[src/rtl/fadd_wb.sv]
// fadd_wb: writeback stage behind the pipelined fadd unit.
//
// fadd carries no valid or tag. This block tracks each issued add with a
// {valid, tag} shift pipeline matched to the fadd latency. It captures the
// fadd result on the matching cycle into a small FIFO. It then presents
// tagged results on a valid/ready writeback port.
//
// Issue is throttled by an occupancy credit that counts FIFO entries plus
// in-flight adds. Because of that credit, a result that fadd cannot stall
// always finds a free FIFO slot.
//
// Build option:
//   FADD_WB_FTZ_EN - when defined, a denormal fadd result is flushed to a
//                    signed zero as it enters the FIFO. NaN, Inf and zero
//                    are unaffected. When undefined, results are stored
//                    bit-exact.
module fadd_wb #(
  parameter int LATENCY = 2,
  parameter int DEPTH   = 4,
  parameter int TAG_W   = 5
) (
  input  logic                       clk,
  input  logic                       rst_n,
  input  logic                       issue_valid,
  output logic                       issue_ready,
  input  logic [TAG_W-1:0]           issue_tag,
  input  logic [31:0]                fadd_s,
  output logic                       out_valid,
  input  logic                       out_ready,
  output logic [31:0]                out_data,
  output logic [TAG_W-1:0]           out_tag,
  output logic [$clog2(DEPTH):0]     occupancy
);

  localparam int PTR_W = $clog2(DEPTH);
  localparam int OCC_W = PTR_W + 1;
  localparam logic [OCC_W-1:0] DEPTH_OCC = OCC_W'(DEPTH);

  // Value written into the FIFO for a given fadd result; optionally flushes
  // denormals (exponent 0, non-zero mantissa) to a zero of the same sign.
  function automatic logic [31:0] store_value(input logic [31:0] s);
`ifdef FADD_WB_FTZ_EN
    if ((s[30:23] == 8'h00) && (s[22:0] != 23'h0)) begin
      return {s[31], 31'b0};
    end
    return s;
`else
    return s;
`endif
  endfunction

  // Handshake events
  logic fire;
  logic pop;
  logic push;

  // Tag tracking pipeline: stage 0 is loaded on the issue edge and the last
  // stage lines up with the fadd_s value of the same add.
  logic [LATENCY:0] pv_q;
  logic [LATENCY:0] pv_d;
  logic [TAG_W-1:0] pt_q [0:LATENCY];
  logic [TAG_W-1:0] pt_d [0:LATENCY];

  // Result FIFO storage and control
  logic [31:0]      mem_data_q [0:DEPTH-1];
  logic [TAG_W-1:0] mem_tag_q  [0:DEPTH-1];
  logic [31:0]      wr_data_d;
  logic [PTR_W-1:0] wr_ptr_q;
  logic [PTR_W-1:0] wr_ptr_d;
  logic [PTR_W-1:0] rd_ptr_q;
  logic [PTR_W-1:0] rd_ptr_d;
  logic [OCC_W-1:0] cnt_q;
  logic [OCC_W-1:0] cnt_d;

  // Credit counter: FIFO entries plus adds still inside fadd
  logic [OCC_W-1:0] occ_q;
  logic [OCC_W-1:0] occ_d;

  // Ready/valid come straight from registers so the handshake inputs never
  // feed back combinationally into them.
  assign issue_ready = (occ_q < DEPTH_OCC);
  assign out_valid   = (cnt_q != '0);
  assign occupancy   = occ_q;

  assign fire = issue_valid & issue_ready;
  assign pop  = out_valid & out_ready;
  assign push = pv_q[LATENCY];

  // The head is gated by out_valid so the port reads zero whenever the FIFO
  // is empty (including straight out of reset) without resetting storage.
  assign out_data = out_valid ? mem_data_q[rd_ptr_q] : 32'h0;
  assign out_tag  = out_valid ? mem_tag_q[rd_ptr_q]  : '0;

  // Next state of the tag pipeline: shifts every cycle, no stall
  always_comb begin
    pv_d = {pv_q[LATENCY-1:0], fire};
    for (int k = 0; k <= LATENCY; k++) begin
      pt_d[k] = '0;
    end
    pt_d[0] = issue_tag;
    for (int k = 1; k <= LATENCY; k++) begin
      pt_d[k] = pt_q[k-1];
    end
  end

  // Next state of FIFO pointers, fill count and write data
  always_comb begin
    wr_ptr_d  = wr_ptr_q;
    rd_ptr_d  = rd_ptr_q;
    cnt_d     = cnt_q;
    wr_data_d = store_value(fadd_s);
    if (push) begin
      wr_ptr_d = wr_ptr_q + PTR_W'(1);
    end
    if (pop) begin
      rd_ptr_d = rd_ptr_q + PTR_W'(1);
    end
    case ({push, pop})
      2'b10:   cnt_d = cnt_q + OCC_W'(1);
      2'b01:   cnt_d = cnt_q - OCC_W'(1);
      default: cnt_d = cnt_q;
    endcase
  end

  // Next credit count: a push only moves an entry from in-flight to FIFO
  always_comb begin
    case ({fire, pop})
      2'b10:   occ_d = occ_q + OCC_W'(1);
      2'b01:   occ_d = occ_q - OCC_W'(1);
      default: occ_d = occ_q;
    endcase
  end

  // Control state: valids, pointers and counts, cleared by reset
  always_ff @(posedge clk or negedge rst_n) begin
    if (!rst_n) begin
      pv_q     <= '0;
      wr_ptr_q <= '0;
      rd_ptr_q <= '0;
      cnt_q    <= '0;
      occ_q    <= '0;
    end else begin
      pv_q     <= pv_d;
      wr_ptr_q <= wr_ptr_d;
      rd_ptr_q <= rd_ptr_d;
      cnt_q    <= cnt_d;
      occ_q    <= occ_d;
    end
  end

  // Datapath state: tags ride along with their valids, no reset needed
  always_ff @(posedge clk) begin
    for (int k = 0; k <= LATENCY; k++) begin
      pt_q[k] <= pt_d[k];
    end
  end

  // FIFO storage written at the tail on a push
  always_ff @(posedge clk) begin
    if (push) begin
      mem_data_q[wr_ptr_q] <= wr_data_d;
      mem_tag_q[wr_ptr_q]  <= pt_q[LATENCY];
    end
  end

endmodule

[config.mk]
export PLATFORM = sky130hd
export DESIGN_NAME = fadd_wb
export DESIGN_NICKNAME = d
export VERILOG_FILES = /design/src/rtl/fadd_wb.sv
export SDC_FILE = /design/constraint.sdc
export NUM_CORES = 1
export LEC_CHECK = 0
export CAP_MARGIN = 5
export CORE_MARGIN = 2
export CORE_UTILIZATION = 40
export CTS_CLUSTER_DIAMETER = 80
export CTS_CLUSTER_SIZE = 30
export DETAILED_ROUTE_END_ITERATION = 10
export GPL_TIMING_DRIVEN = 1
export MAX_ROUTING_LAYER = met4
export SYNTH_ARGS = -nofsm -noshare
export SYNTH_HDL_FRONTEND = slang
export SYNTH_SLANG_ARGS = --single-unit
[constraint.sdc]
create_clock -name clk -period 2.7 [get_ports clk]
set_clock_uncertainty 0.2 [all_clocks]
set_input_delay 0.54 -clock clk [delete_from_list [all_inputs] [get_ports clk]]
set_output_delay 0.54 -clock clk [all_outputs]
set_load 0.03 [all_outputs]
=== After elaboration in Yosys (flattened, before gate mapping) ===
Memory sizes are Yosys's and may differ from the RTL's.
Cells that the tools add are included.

* Add/subtract/negate cells: 6
* Multipliers: 0
* Div/mod/pow operators: 0
* Order comparisons: 1
* Eq/ne operators: 4
* Shift operators: 0
* Mux-type cells: 6
* Bitwise operators: 2
* Reduce and logical (&&, ||, !) cells: 3

{| class="wikitable"
|+ Operators by type and width
! kind !! count
|-
| 32-bit 2-to-1 mux || 1
|-
| 3-bit one-hot mux with 2 select lines || 2
|-
| 3-bit by 1-bit adder with 3-bit output (second input constant) || 2
|-
| 3-bit by 1-bit subtractor with 3-bit output (second input constant) || 2
|-
| 5-bit 2-to-1 mux || 1
|-
| 2-bit by 1-bit adder with 2-bit output (second input constant) || 2
|-
| 2-bit by 1-bit equality test with 1-bit output (second input constant) || 2
|-
| 2-bit equality test (second input constant) || 2
|-
| 2-bit nonzero test || 2
|-
| 3-bit < comparator (second input constant) || 1
|-
| 3-bit nonzero test || 1
|-
| 1-bit AND || 2
|-
| 1-bit 2-to-1 mux || 2
|}

* Register bits: 13
* Bits in latches: 0
* Memory bits (writable): 163
* ROM bits: 0
* Input bits: 41
* Output and inout bits: 42
* Logic and storage cells: 30
* Memories: 3

{| class="wikitable"
|+ Memory list
! name !! depth !! width !! read ports !! clocked after memory_dff !! wr ports !! RTL line !! source
|-
| mem_data_q || 4 || 32 || 1 || 0 || 1 || 65 || <nowiki>logic [31:0] mem_data_q [0:DEPTH-1];</nowiki>
|-
| mem_tag_q || 4 || 5 || 1 || 0 || 1 || 66 || <nowiki>logic [TAG_W-1:0] mem_tag_q [0:DEPTH-1];</nowiki>
|-
| pt_q || 3 || 5 || 3 || 0 || 3 || 61 || <nowiki>logic [TAG_W-1:0] pt_q [0:LATENCY];</nowiki>
|}

=== Depth between registers and ports, before layout ===
Gate-level depths: netlist of the first run.

* Depth in word-level cells: 4
* Gate-level depth with buffers: 8
* Depth with buffers taken out: 8

=== Least setup slack after synthesis of the first run ===
Ideal clock, no wire load.

* Path kind: register to output
* Start: register rd_ptr_q[0]
* End: output out_data[27]
* Arrival: 1.454 ns
* Data required time: 1.960 ns
* Slack: 0.506 ns
* Stages on the path, launching flop included: 5
* Path buffers: 2
* Cells stage by stage: dfrtp_1 -> buf_6 -> buf_6 -> mux4_2 -> and2_1

* Cells in the longest elaborated chain, start to end: 2

{| class="wikitable"
|+ Ends and longest elaborated chain
! item !! RTL line !! source
|-
| start: declaration || 70 || <nowiki>logic [PTR_W-1:0] rd_ptr_q;</nowiki>
|-
| start signal: assignment || 145 || <nowiki>rd_ptr_q <= rd_ptr_d;</nowiki>
|-
| memory read 4 x 32 bit || n/a ||
|-
| 32-bit 2-to-1 mux || 91 || <nowiki>assign out_data = out_valid ? mem_data_q[rd_ptr_q] : 32'h0;</nowiki>
|-
| end: declaration || 30 || <nowiki>output logic [31:0] out_data,</nowiki>
|}

Every way passes these cells.

=== Worst setup path in the final report of the first run ===
* Start: register rd_ptr_q[0]
* End: output out_data[31]

The elaborated chain is that of the path after synthesis.

==> flow_metrics.py, run 1 <==
metrics = {
    "yosys": {
        "count_of_synthesis_stage_warnings_from_yosys": 0,
        "synth_area_per_cell_sq_um": 21.5,
        "synthesis.area_sq_um": 6520,
        "synth_fp_nets": 353,
        "async_flop_share_pct": 7.39,
        "netlist-cell-type-count": 20,
        "post_synth_inst_count": 304,
        "ys_seq_elements": 176,
        "post_synth_most_frequent_cells": "edfxtp_1, and2_1, mux4_2, dfxtp_1, dfrtp_1",
        "synth_top_area_cell": "edfxtp_1",
        "share_of_the_synthesized_area_in_the_top_cell_type_pct": 68.1,
        "yosys.cell_count.top_type": "edfxtp_1",
        "ys_dominant_reg_cell": "edfxtp_1",
        "synth_enable_flop_cells": 148,
        "post_synth_main_area_contributors": "edfxtp_1, mux4_2, dfrtp_1",
        "synth_seq_area_share_pct": 77.7,
    },
    "power_and_ir_drop": {
        "power.static_leakage_nw": 3.10,
        "ir_drop_mv": 0.639,
        "net-switching-power_mw": 3.33,
        "power-per-cell-area_nw_per_um2": 1230,
        "share_clk_of_total_power_pct": 21.9,
        "power.internal_mw": 7.27,
        "share_comb_of_total_power_pct": 44.8,
        "share_seq_of_total_power_pct": 33.3,
        "power_switching_share_pct": 31.4,
    },
    "global_route": {
        "first_pass_grt_wire_length_um": 18000,
        "antenna_violations_before_repair": 0,
        "grt_pass1_vias": 3344,
        "grt.overflow.total": 0,
        "grt_max_degree": 29,
        "groute.layer.met2.usage_pct": 23.0,
        "grtUsageMet1_pct": 17.5,
        "grt_use_total_pct": 14.5,
        "groute.layer.met3.usage_pct": 4.63,
        "grt.busiest_layer": "met2",
    },
    "floorplanning": {
        "floorplan.die.height_um": 132,
        "die-width_um": 132,
        "floorplan.initialDensity_pct": 41.1,
        "die-area_sq_um": 17300,
        "rows": 46,
        "core_area_sq_um": 15900,
        "top_level_ports": 83,
    },
    "clock_tree": {
        "clock_latency_ns": 0.42,
        "cts_tree": "yes",
        "cts_hold_buffers": 0,
        "htree_depth": 4,
        "clock_sink_count": 176,
        "cts-root-buf": "clkbuf_16",
        "max-clock-path-buffers": 2,
        "cts-buffers-inserted": 17,
        "worst_setup_hold_path_clk_slew_ns": 0.06,
    },
    "finish": {
        "design_area_sq_um": 8640,
        "layout-area-overhead-vs-synth_pct": 32.5,
        "filler_cell_count": 1281,
        "final_layout_size_suffix_gt1_share_pct": 39.2,
        "final_net_count": 470,
        "num_antenna_cells": 0,
    },
    "sta": {
        "period_share_pct": 101,
        "setup_viol": 12,
        "final_max_slew_viol_count": 0,
        "max-slew-margin-rel_pct": 58.8,
        "fin_hold_ws_ns": 0.126,
        "hold_viol": 0,
        "timing_worst_slew_pin_value_ns": 0.616,
        "peak_freq_mhz": 368,
        "post-route-min-period_ns": 2.71,
        "timing.final.ws_setup_ns": -0.0143,
        "setup_repair_after_global_routing_missed_its_margin": "true",
    },
    "placed_design": {
        "portBuffers": 82,
        "pre_cts_ws_ns": 0.167,
        "detailed_place.area_sq_um": 7650,
        "dp.final_hpwl_um": 7060,
        "finalWeightedCongestion": 0.678,
    },
    "route": {
        "via_per_inst": 4.88,
        "wirelength_um": 12100,
        "routedWlPerCell_um": 18.6,
        "drtPass1Iterations": 4,
        "antenna_violating_nets_remaining": 0,
        "detailedRoute.firstIterationViolations": 148,
        "detail_route.drc_violations": 0,
        "routed-via-count": 3175,
    },
    "setup_path": {
        "timing.critical_path.required_ns": 1.96,
        "timing_worst_setup_path_type": "flop to output port",
        "startpoint_type": "flop",
        "worstPathMaxFanout": 4,
        "timing.critical_path.to_type": "output port",
        "crit_arrival_ns": 1.97,
    },
    "hold_path": {
        "min_path_type": "flop to flop",
    },
    "job": {
        "drv_cap": 0,
    },
    "outcome": {
        "status": "complete, but fails checks",
        "failed_checks": "negative setup slack",
    },
}
-- routing by layer --
metal	wire [um]	share of wire, %	vias up
met1	5470	45	1672
li1	-	-	1413
met4	138	1.1	0
met3	538	4.4	14
met5	0	0	-
met2	5970	49	76
-- worst max-delay path: stages, from the launching register on --
cell	delay [ns]
dfrtp_4	0.46
buf_6	0.14
buf_6	0.14
mux4_2	0.50
and2_4	0.19
buf_12	0.13
-- power by group through the flow --
stage / sequential (mW) / combinational [mW] / clock [mW]
2_1_floorplan: 3.58 / 2.43 / 0
3_3_place_gp: 3.56 / 3.79 / 0
3_5_place_dp: 3.58 / 3.80 / 0
4_1_cts: 3.53 / 4.00 / 2.36
5_1_grt: 3.56 / 5.05 / 2.47
6_report: 3.53 / 4.74 / 2.32
-- sequential cells by signal, indices dropped and copies added (netlist names) --
signal	flops
mem_data_q	128
mem_tag_q	20
pt_q	15
cnt_q	3
occupancy	3
pv_q	3
rd_ptr_q	2
wr_ptr_q	2
-- logic make-up after synthesis --
kind of cell / Yosys count / synth area share [%]
adders and majority gates: 8 / 1.76
AOI/OAI and AO/OA: 1 / 0.0766
buffers and inverters: 23 / 1.73
and+or+nand+nor: 48 / 4.43
muxes: 39 / 13.1
DFF: 176 / 77.7
xor gates and xnor gates: 9 / 1.21
-- cells in the final DEF (no fill, tap or decap) --
master           netlist  layout
inv_1                 11      11
clkdlybuf4s50_1        0      44
inv_4                  0       1
clkinv_2               0       3
dfrtp_1               13      11
and2_1                42       3
nor2_1                 2       2
clkbuf_16              0      22
xnor2_1                4       4
and2_2                 0       4
buf_12                 0       8
o21ai_0                1       1
ha_1                   6       6
nand2_1                2       2
buf_8                  0       1
or3_1                  1       1
dfrtp_4                0       1
and2_4                 0      35
fa_1                   2       2
clkbuf_1               5       6
bufinv_16              0       1
mux2i_1                2       2
dfxtp_1               15      15
clkbuf_8               0       3
xor2_1                 5       5
mux4_2                37      37
dfrtp_2                0       1
buf_4                  2      15
nand3_1                1       1
edfxtp_1             148     148
buf_6                  2      38
-- area by class of cell --
cell class | instances | area [sq um] | area share [%]
Sequential cell | 176 | 5070 | 58.7
Timing Repair Buffer | 110 | 1260 | 14.5
Clock inverter | 5 | 51.3 | 0.594
Inverter | 11 | 41.3 | 0.478
Clock buffer | 27 | 514 | 5.95
Multi-Input combinational cell | 105 | 1430 | 16.6
Tap cell | 216 | 270 | 3.13
-- through the flow --
stage / std cells / utilization (%) / TNS (ns) / power [mW]
2_1_floorplan: 304 / - / 0 / 6.01
3_3_place_gp: 605 / 48.1 / 0 / 7.34
3_5_place_dp: 605 / 48.1 / 0 / 7.39
4_1_cts: 637 / 52.1 / -0.0168 / 9.89
5_1_grt: 650 / 54.4 / -1.74 / 11.1
6_report: 650 / 54.4 / -0.0733 / 10.6
-- path summary, 6_finish.rpt --
path | startpoint | end | slack [ns] | cells after the start
max in group asynchronous | rst_n | rd_ptr_q[0] | 1.54 | 1
min | pt_q[0][5] | pt_q[0][10] | 0.13 | 0
min reg2reg | pt_q[0][5] | pt_q[0][10] | 0.13 | 0
min in group asynchronous | rst_n | occupancy[0] | 0.31 | 1
max reg2reg | cnt_q[2] | cnt_q[2] | 0.52 | 8
max | rd_ptr_q[0] | out_data[31] | -0.01 | 5
-- timing repair --
action,CTS,global route
resized for setup,21,53
pin swaps,0,0
gates cloned,0,5
setup buffers,0,8
setup endpoints to repair,16,37
(Power assumes the default switching activity.)
==> run 2: changes to the inputs <==
--- a/config.mk
+++ b/config.mk
@@ -6,7 +6,7 @@
 export NUM_CORES = 1
 export LEC_CHECK = 0
 export CAP_MARGIN = 5
-export CORE_MARGIN = 2
+export CORE_ASPECT_RATIO = 0.75
 export CORE_UTILIZATION = 40
 export CTS_CLUSTER_DIAMETER = 80
 export CTS_CLUSTER_SIZE = 30
==> run 2 against run 1 <==
The run still ends with negative setup slack left. Die area is 3.0% lower. Count of clock-buffer cells in the layout decreased by 9. Critical path depth shrank 1. Non-clock buffer count shrank 10. Register-to-register slack better by 0.02 ns. Final cell count down 2.5%. Fmax hardly changed. Clock power up 3%. Global-route usage up 1.2 points. Combinational power shrank 4.4%. Sequential cell count stayed put. Critical path type unchanged.
==> flow_metrics.py, run 2 (synthesized netlist as in run 1, its figures left out) <==
metrics = {
    "sta": {
        "post-route-min-period_ns": 2.72,
        "setup_repair_after_global_routing_missed_its_margin": "true",
        "setup_viol": 10,
        "final_max_slew_viol_count": 0,
        "max-slew-margin-rel_pct": 61.6,
        "timing_worst_slew_pin_value_ns": 0.575,
        "fin_hold_ws_ns": 0.129,
        "period_share_pct": 101,
        "peak_freq_mhz": 368,
        "hold_viol": 0,
        "fin_setup_tns_ns": -0.0803,
        "timing.final.ws_setup_ns": -0.0159,
    },
    "route": {
        "wirelength_um": 11700,
        "antenna_violating_nets_remaining": 0,
        "detail_route.drc_violations": 0,
        "routedWlPerCell_um": 18.5,
        "routed-via-count": 3144,
        "via_per_inst": 4.96,
        "drtPass1Iterations": 4,
        "detailedRoute.firstIterationViolations": 192,
    },
    "floorplanning": {
        "rows": 40,
        "core_area_sq_um": 16000,
        "die-width_um": 149,
        "floorplan.initialDensity_pct": 40.9,
        "floorplan.die.height_um": 113,
        "top_level_ports": 83,
        "die-area_sq_um": 16800,
    },
    "setup_path": {
        "timing.critical_path.required_ns": 1.96,
        "critical_path.reg2reg.endpoint": "cnt_q[2]",
        "startpoint_type": "flop",
        "timing.critical_path.to_type": "output port",
        "crit_start": "rd_ptr_q[0]",
        "ff2ff_setup_slack_ns": 0.54,
        "timing_worst_setup_path_type": "flop to output port",
        "worstPathMaxFanout": 6,
        "crit_arrival_ns": 1.98,
        "critical_path.endpoint": "out_data[14]",
        "crit-reg2reg-launch": "cnt_q[0]",
        "rr_worst_depth": 8,
    },
    "global_route": {
        "grt.overflow.total": 0,
        "antenna_violations_before_repair": 0,
        "first_pass_grt_wire_length_um": 18100,
        "grt_max_degree": 25,
        "grt_use_total_pct": 15.7,
        "grt_pass1_vias": 3256,
    },
    "finish": {
        "layout.cells.most_common_list": "edfxtp_1, clkdlybuf4s50_1, mux4_2, and2_4, buf_6",
        "largest_registers": "mem_data_q x128, mem_tag_q x20, pt_q x15",
        "filler_cell_count": 1279,
        "storage_cell_area_sq_um": 5080,
        "final_layout_size_suffix_gt1_share_pct": 38.7,
        "largest_register_ffs": 128,
        "most_common_library_cell_in_the_layout_ignoring_fill_and_taps": "edfxtp_1",
        "utilization_pct": 53.4,
        "multi_input_area_sq_um": 1430,
        "num_antenna_cells": 0,
        "final_net_count": 460,
        "design_area_sq_um": 8530,
        "max_flop_register": "mem_data_q",
        "layout-area-overhead-vs-synth_pct": 30.7,
        "final-instance-count-excl-fill": 634,
    },
    "job": {
        "drv_cap": 0,
    },
    "outcome": {
        "status": "complete, but fails checks",
        "failed_checks": "negative setup slack",
    },
    "clock_tree": {
        "cts_tree": "yes",
        "cts-root-buf": "clkbuf_16",
        "max-clock-path-buffers": 2,
        "clock_sink_count": 176,
        "worst_setup_hold_path_clk_slew_ns": 0.07,
        "clock_latency_ns": 0.43,
        "cts_hold_buffers": 0,
        "cts-buffers-inserted": 17,
        "htree_depth": 4,
    },
    "power_and_ir_drop": {
        "power-per-cell-area_nw_per_um2": 1230,
        "p_total_mw": 10.5,
        "ir_drop_mv": 0.668,
        "power.static_leakage_nw": 3.03,
    },
    "placed_design": {
        "detailed_place.area_sq_um": 7660,
        "finalWeightedCongestion": 0.667,
        "portBuffers": 82,
        "pre_cts_ws_ns": 0.153,
        "placed_cells_incl_taps": 594,
        "dp.final_hpwl_um": 6790,
    },
    "hold_path": {
        "min_path_type": "flop to flop",
    },
}
==> run 2: worst min path at each step <==
stage	from	to	slack, ns	cells past startpoint
final	pt_q[0][1]	pt_q[0][6]	0.13	0
after global placement	pt_q[0][3]	pt_q[0][8]	0.11	0
after CTS	pt_q[0][1]	pt_q[0][6]	0.13	0
after global routing	pt_q[0][1]	pt_q[0][6]	0.14	0
after floorplan	rst_n	cnt_q[0]	0.04	0
after detailed placement	pt_q[0][1]	pt_q[0][6]	0.11	0
==> run 2: report_power, final <==
part	total, mW	internal [mW]	switching (mW)	leakage (nW)
Clock	2.39	1.28	1.11	0.288
Combinational	4.53	2.32	2.20	1.12
Sequential	3.55	3.39	0.163	1.62
Total	10.5	6.99	3.47	3.03
==> run 2: layout make-up <==
class / instances / share of cell area, %
tap: 210 / 3.08
inverter: 11 / 0.484
clock buffer: 18 / 5.28
clock inverter: 14 / 1.60
sequential: 176 / 59.6
multi-input combinational: 105 / 16.8
timing repair buffer: 100 / 13.2
==> run 2: critical path, cell delays in order (launching register included) <==
cell     delay (ns)
dfrtp_4        0.53
buf_4          0.19
mux4_2         0.48
and2_1         0.18
buf_4          0.17
==> run 2: timing repair <==
action	CTS	global route
gates resized for setup	48	17
buffers inserted	6	1
cloned	0	1
setup endpoints to repair	37	35
hold endpoints to repair	0	0
==> run 2: per-layer routing <==
layer	global-route usage (%)	wire length (um)
met2	22.3	5570
met5	-	0
met1	20.9	5340
met3	4.43	652
met4	6.73	152
==> run 3: changes to the inputs <==
==> constraint.sdc (replaced) <==
create_clock -name clk -period 3.5 [get_ports clk]
set_clock_uncertainty 0.2 [all_clocks]
set_input_delay 0.7 -clock clk [delete_from_list [all_inputs] [get_ports clk]]
set_output_delay 0.7 -clock clk [all_outputs]
set_load 0.03 [all_outputs]
==> run 3 against run 2 <==
The run now ends clean. Non-clock buffer count is 9 lower. Sequential share of layout area is 1.9 points higher. Global-route usage is 0.42 points lower. Count of clock-buffer cells in the layout is 3 higher. Combinational power is 37% lower. Critical path type unchanged. Largest cell class unchanged. Largest power group unchanged. Highest routed layer unchanged.
==> flow_metrics.py, run 3 (synthesized netlist as in run 1, its figures left out) <==
metrics = {
    "setup_path": {
        "worstPathMaxFanout": 20,
        "timing_worst_setup_path_type": "flop to output port",
        "timing.critical_path.required_ns": 2.60,
        "critical_path.reg2reg.endpoint": "cnt_q[2]",
        "crit_arrival_ns": 2.50,
        "critical_path.n_buffers_inverters": 2,
        "worstPathCellList": "buf_12, mux4_2, and2_1, clkdlybuf4s50_1",
        "slowest_stage": "dfrtp_2",
        "critical_path.max_stage_delay_ns": 0.73,
        "crit-reg2reg-launch": "cnt_q[0]",
        "ff2ff_setup_slack_ns": 1.12,
        "timing.critical_path.to_type": "output port",
        "rr_worst_depth": 9,
        "startpoint_type": "flop",
        "cp_top_family": "buffers and inverters",
    },
    "finish": {
        "most_common_library_cell_in_the_layout_ignoring_fill_and_taps": "edfxtp_1",
        "filler_cell_count": 1275,
        "largest_registers": "mem_data_q x128, mem_tag_q x20, pt_q x15",
        "multi_input_area_sq_um": 1350,
        "largest_register_ffs": 128,
        "design_area_sq_um": 8260,
        "max_flop_register": "mem_data_q",
        "layout-area-overhead-vs-synth_pct": 26.6,
        "final_layout_size_suffix_gt1_share_pct": 20.0,
        "layout.cells.most_common_list": "edfxtp_1, clkdlybuf4s50_1, and2_1, mux4_2, clkbuf_16",
        "num_antenna_cells": 0,
        "storage_cell_area_sq_um": 5070,
        "final_net_count": 451,
    },
    "route": {
        "drtPass1Iterations": 4,
        "routedWlPerCell_um": 18.0,
        "via_per_inst": 4.80,
        "detailedRoute.firstIterationViolations": 192,
        "detail_route.drc_violations": 0,
        "routed-via-count": 3000,
        "antenna_violating_nets_remaining": 0,
        "wirelength_um": 11300,
    },
    "clock_tree": {
        "cts_tree": "yes",
        "cts-root-buf": "clkbuf_16",
        "cts_hold_buffers": 0,
        "post_cts_resized": 0,
        "clock_latency_ns": 0.42,
        "htree_depth": 4,
        "cts-buffers-inserted": 17,
        "clock_sink_count": 176,
        "max-clock-path-buffers": 2,
        "postCtsSetupBuffers": 0,
        "worst_setup_hold_path_clk_slew_ns": 0.07,
    },
    "floorplanning": {
        "die-area_sq_um": 16800,
        "floorplan.die.height_um": 113,
        "core_area_sq_um": 16000,
        "top_level_ports": 83,
        "rows": 40,
        "die-width_um": 149,
        "floorplan.initialDensity_pct": 40.9,
    },
    "sta": {
        "hold_viol": 0,
        "setup_repair_after_global_routing_missed_its_margin": "false",
        "fin_hold_ws_ns": 0.129,
        "post-route-min-period_ns": 3.40,
        "timing_worst_slew_pin_value_ns": 1.03,
        "fin_setup_tns_ns": 0,
        "max-slew-margin-rel_pct": 31.3,
        "timing.final.ws_setup_ns": 0.0966,
        "peak_freq_mhz": 294,
        "final_max_slew_viol_count": 0,
        "period_share_pct": 97.2,
        "setup_viol": 0,
    },
    "hold_path": {
        "min_to": "pt_q[0][8]",
        "whs_path_depth": 0,
        "min_path_type": "flop to flop",
        "min_delay_startpoint": "pt_q[0][3]",
    },
    "global_route": {
        "grt_pass1_vias": 3135,
        "grt.overflow.total": 0,
        "grt_use_total_pct": 15.2,
        "grt_max_degree": 38,
        "antenna_violations_before_repair": 0,
        "first_pass_grt_wire_length_um": 17700,
    },
    "placed_design": {
        "pre_cts_ws_ns": 0.505,
        "portBuffers": 82,
        "detailed_place.area_sq_um": 7640,
        "finalWeightedCongestion": 0.688,
        "dp.final_hpwl_um": 6800,
    },
    "power_and_ir_drop": {
        "power_switching_share_pct": 32.5,
        "power.internal_mw": 5.11,
        "net-switching-power_mw": 2.46,
        "ir_drop_mv": 0.454,
        "share_seq_of_total_power_pct": 36.4,
        "power-per-cell-area_nw_per_um2": 917,
        "share_clk_of_total_power_pct": 25.8,
        "power.static_leakage_nw": 2.81,
        "share_comb_of_total_power_pct": 37.7,
    },
    "job": {
        "drv_cap": 0,
    },
    "outcome": {
        "status": "finished clean",
    },
}
[run 3: worst max path at each step]
stage	from	endpoint	slack [ns]	cells past startpoint
finish	rd_ptr_q[1]	out_data[15]	0.1	4
global route	rd_ptr_q[1]	out_data[15]	0.006	4
CTS	rd_ptr_q[1]	out_data[15]	0.04	4
detailed placement	rd_ptr_q[1]	out_data[15]	0.51	4
global placement	rd_ptr_q[1]	out_data[25]	0.53	4
floorplan	rd_ptr_q[0]	out_data[27]	1.15	4
[run 3: area by class of cell]
class / count / area share, %
flip-flops and latches: 176 / 61.4
multi-input cells: 105 / 16.3
repair buffers: 91 / 11.1
clock buffers: 21 / 5.83
well taps: 210 / 3.18
clock inverters: 11 / 1.68
inverters: 11 / 0.500
[run 3: through the flow]
step                      utilization (%)  power (mW)  cells
final                                51.7        7.57    625
after detailed placement             47.8        5.72    593
after global placement               47.8        5.68    593
after CTS                            51.7        7.68    625
after floorplan                         -        4.64    304
after global routing                 51.7        7.94    625
[run 3: worst register-to-register path, cell delays in order, from the launching register on]
cell and delay [ns]:
dfrtp_1 0.41, or3_1 0.38, buf_4 0.21, and2_1 0.23, ha_1 0.24, inv_1 0.07
fa_1 0.17, xor2_1 0.14, nor2_1 0.06, xor2_1 0.14
[run 3: routing by layer]
| metal | wire length [um] | share of wire, % | GRT usage (%) |
|---|---|---|---|
| met5 | 0 | 0 | - |
| met3 | 692 | 6.1 | 4.47 |
| met2 | 5470 | 48 | 22.7 |
| met1 | 5000 | 44 | 19.5 |
| met4 | 119 | 1.1 | 6.12 |
[run 3: power groups by stage]
stage                     clock [mW]  sequential [mW]  combinational (mW)
after floorplan                    0             2.76                1.88
after CTS                       2.00             2.77                2.92
after global routing            2.07             2.79                3.07
after detailed placement           0             2.81                2.91
after global placement             0             2.79                2.89
final                           1.96             2.76                2.85
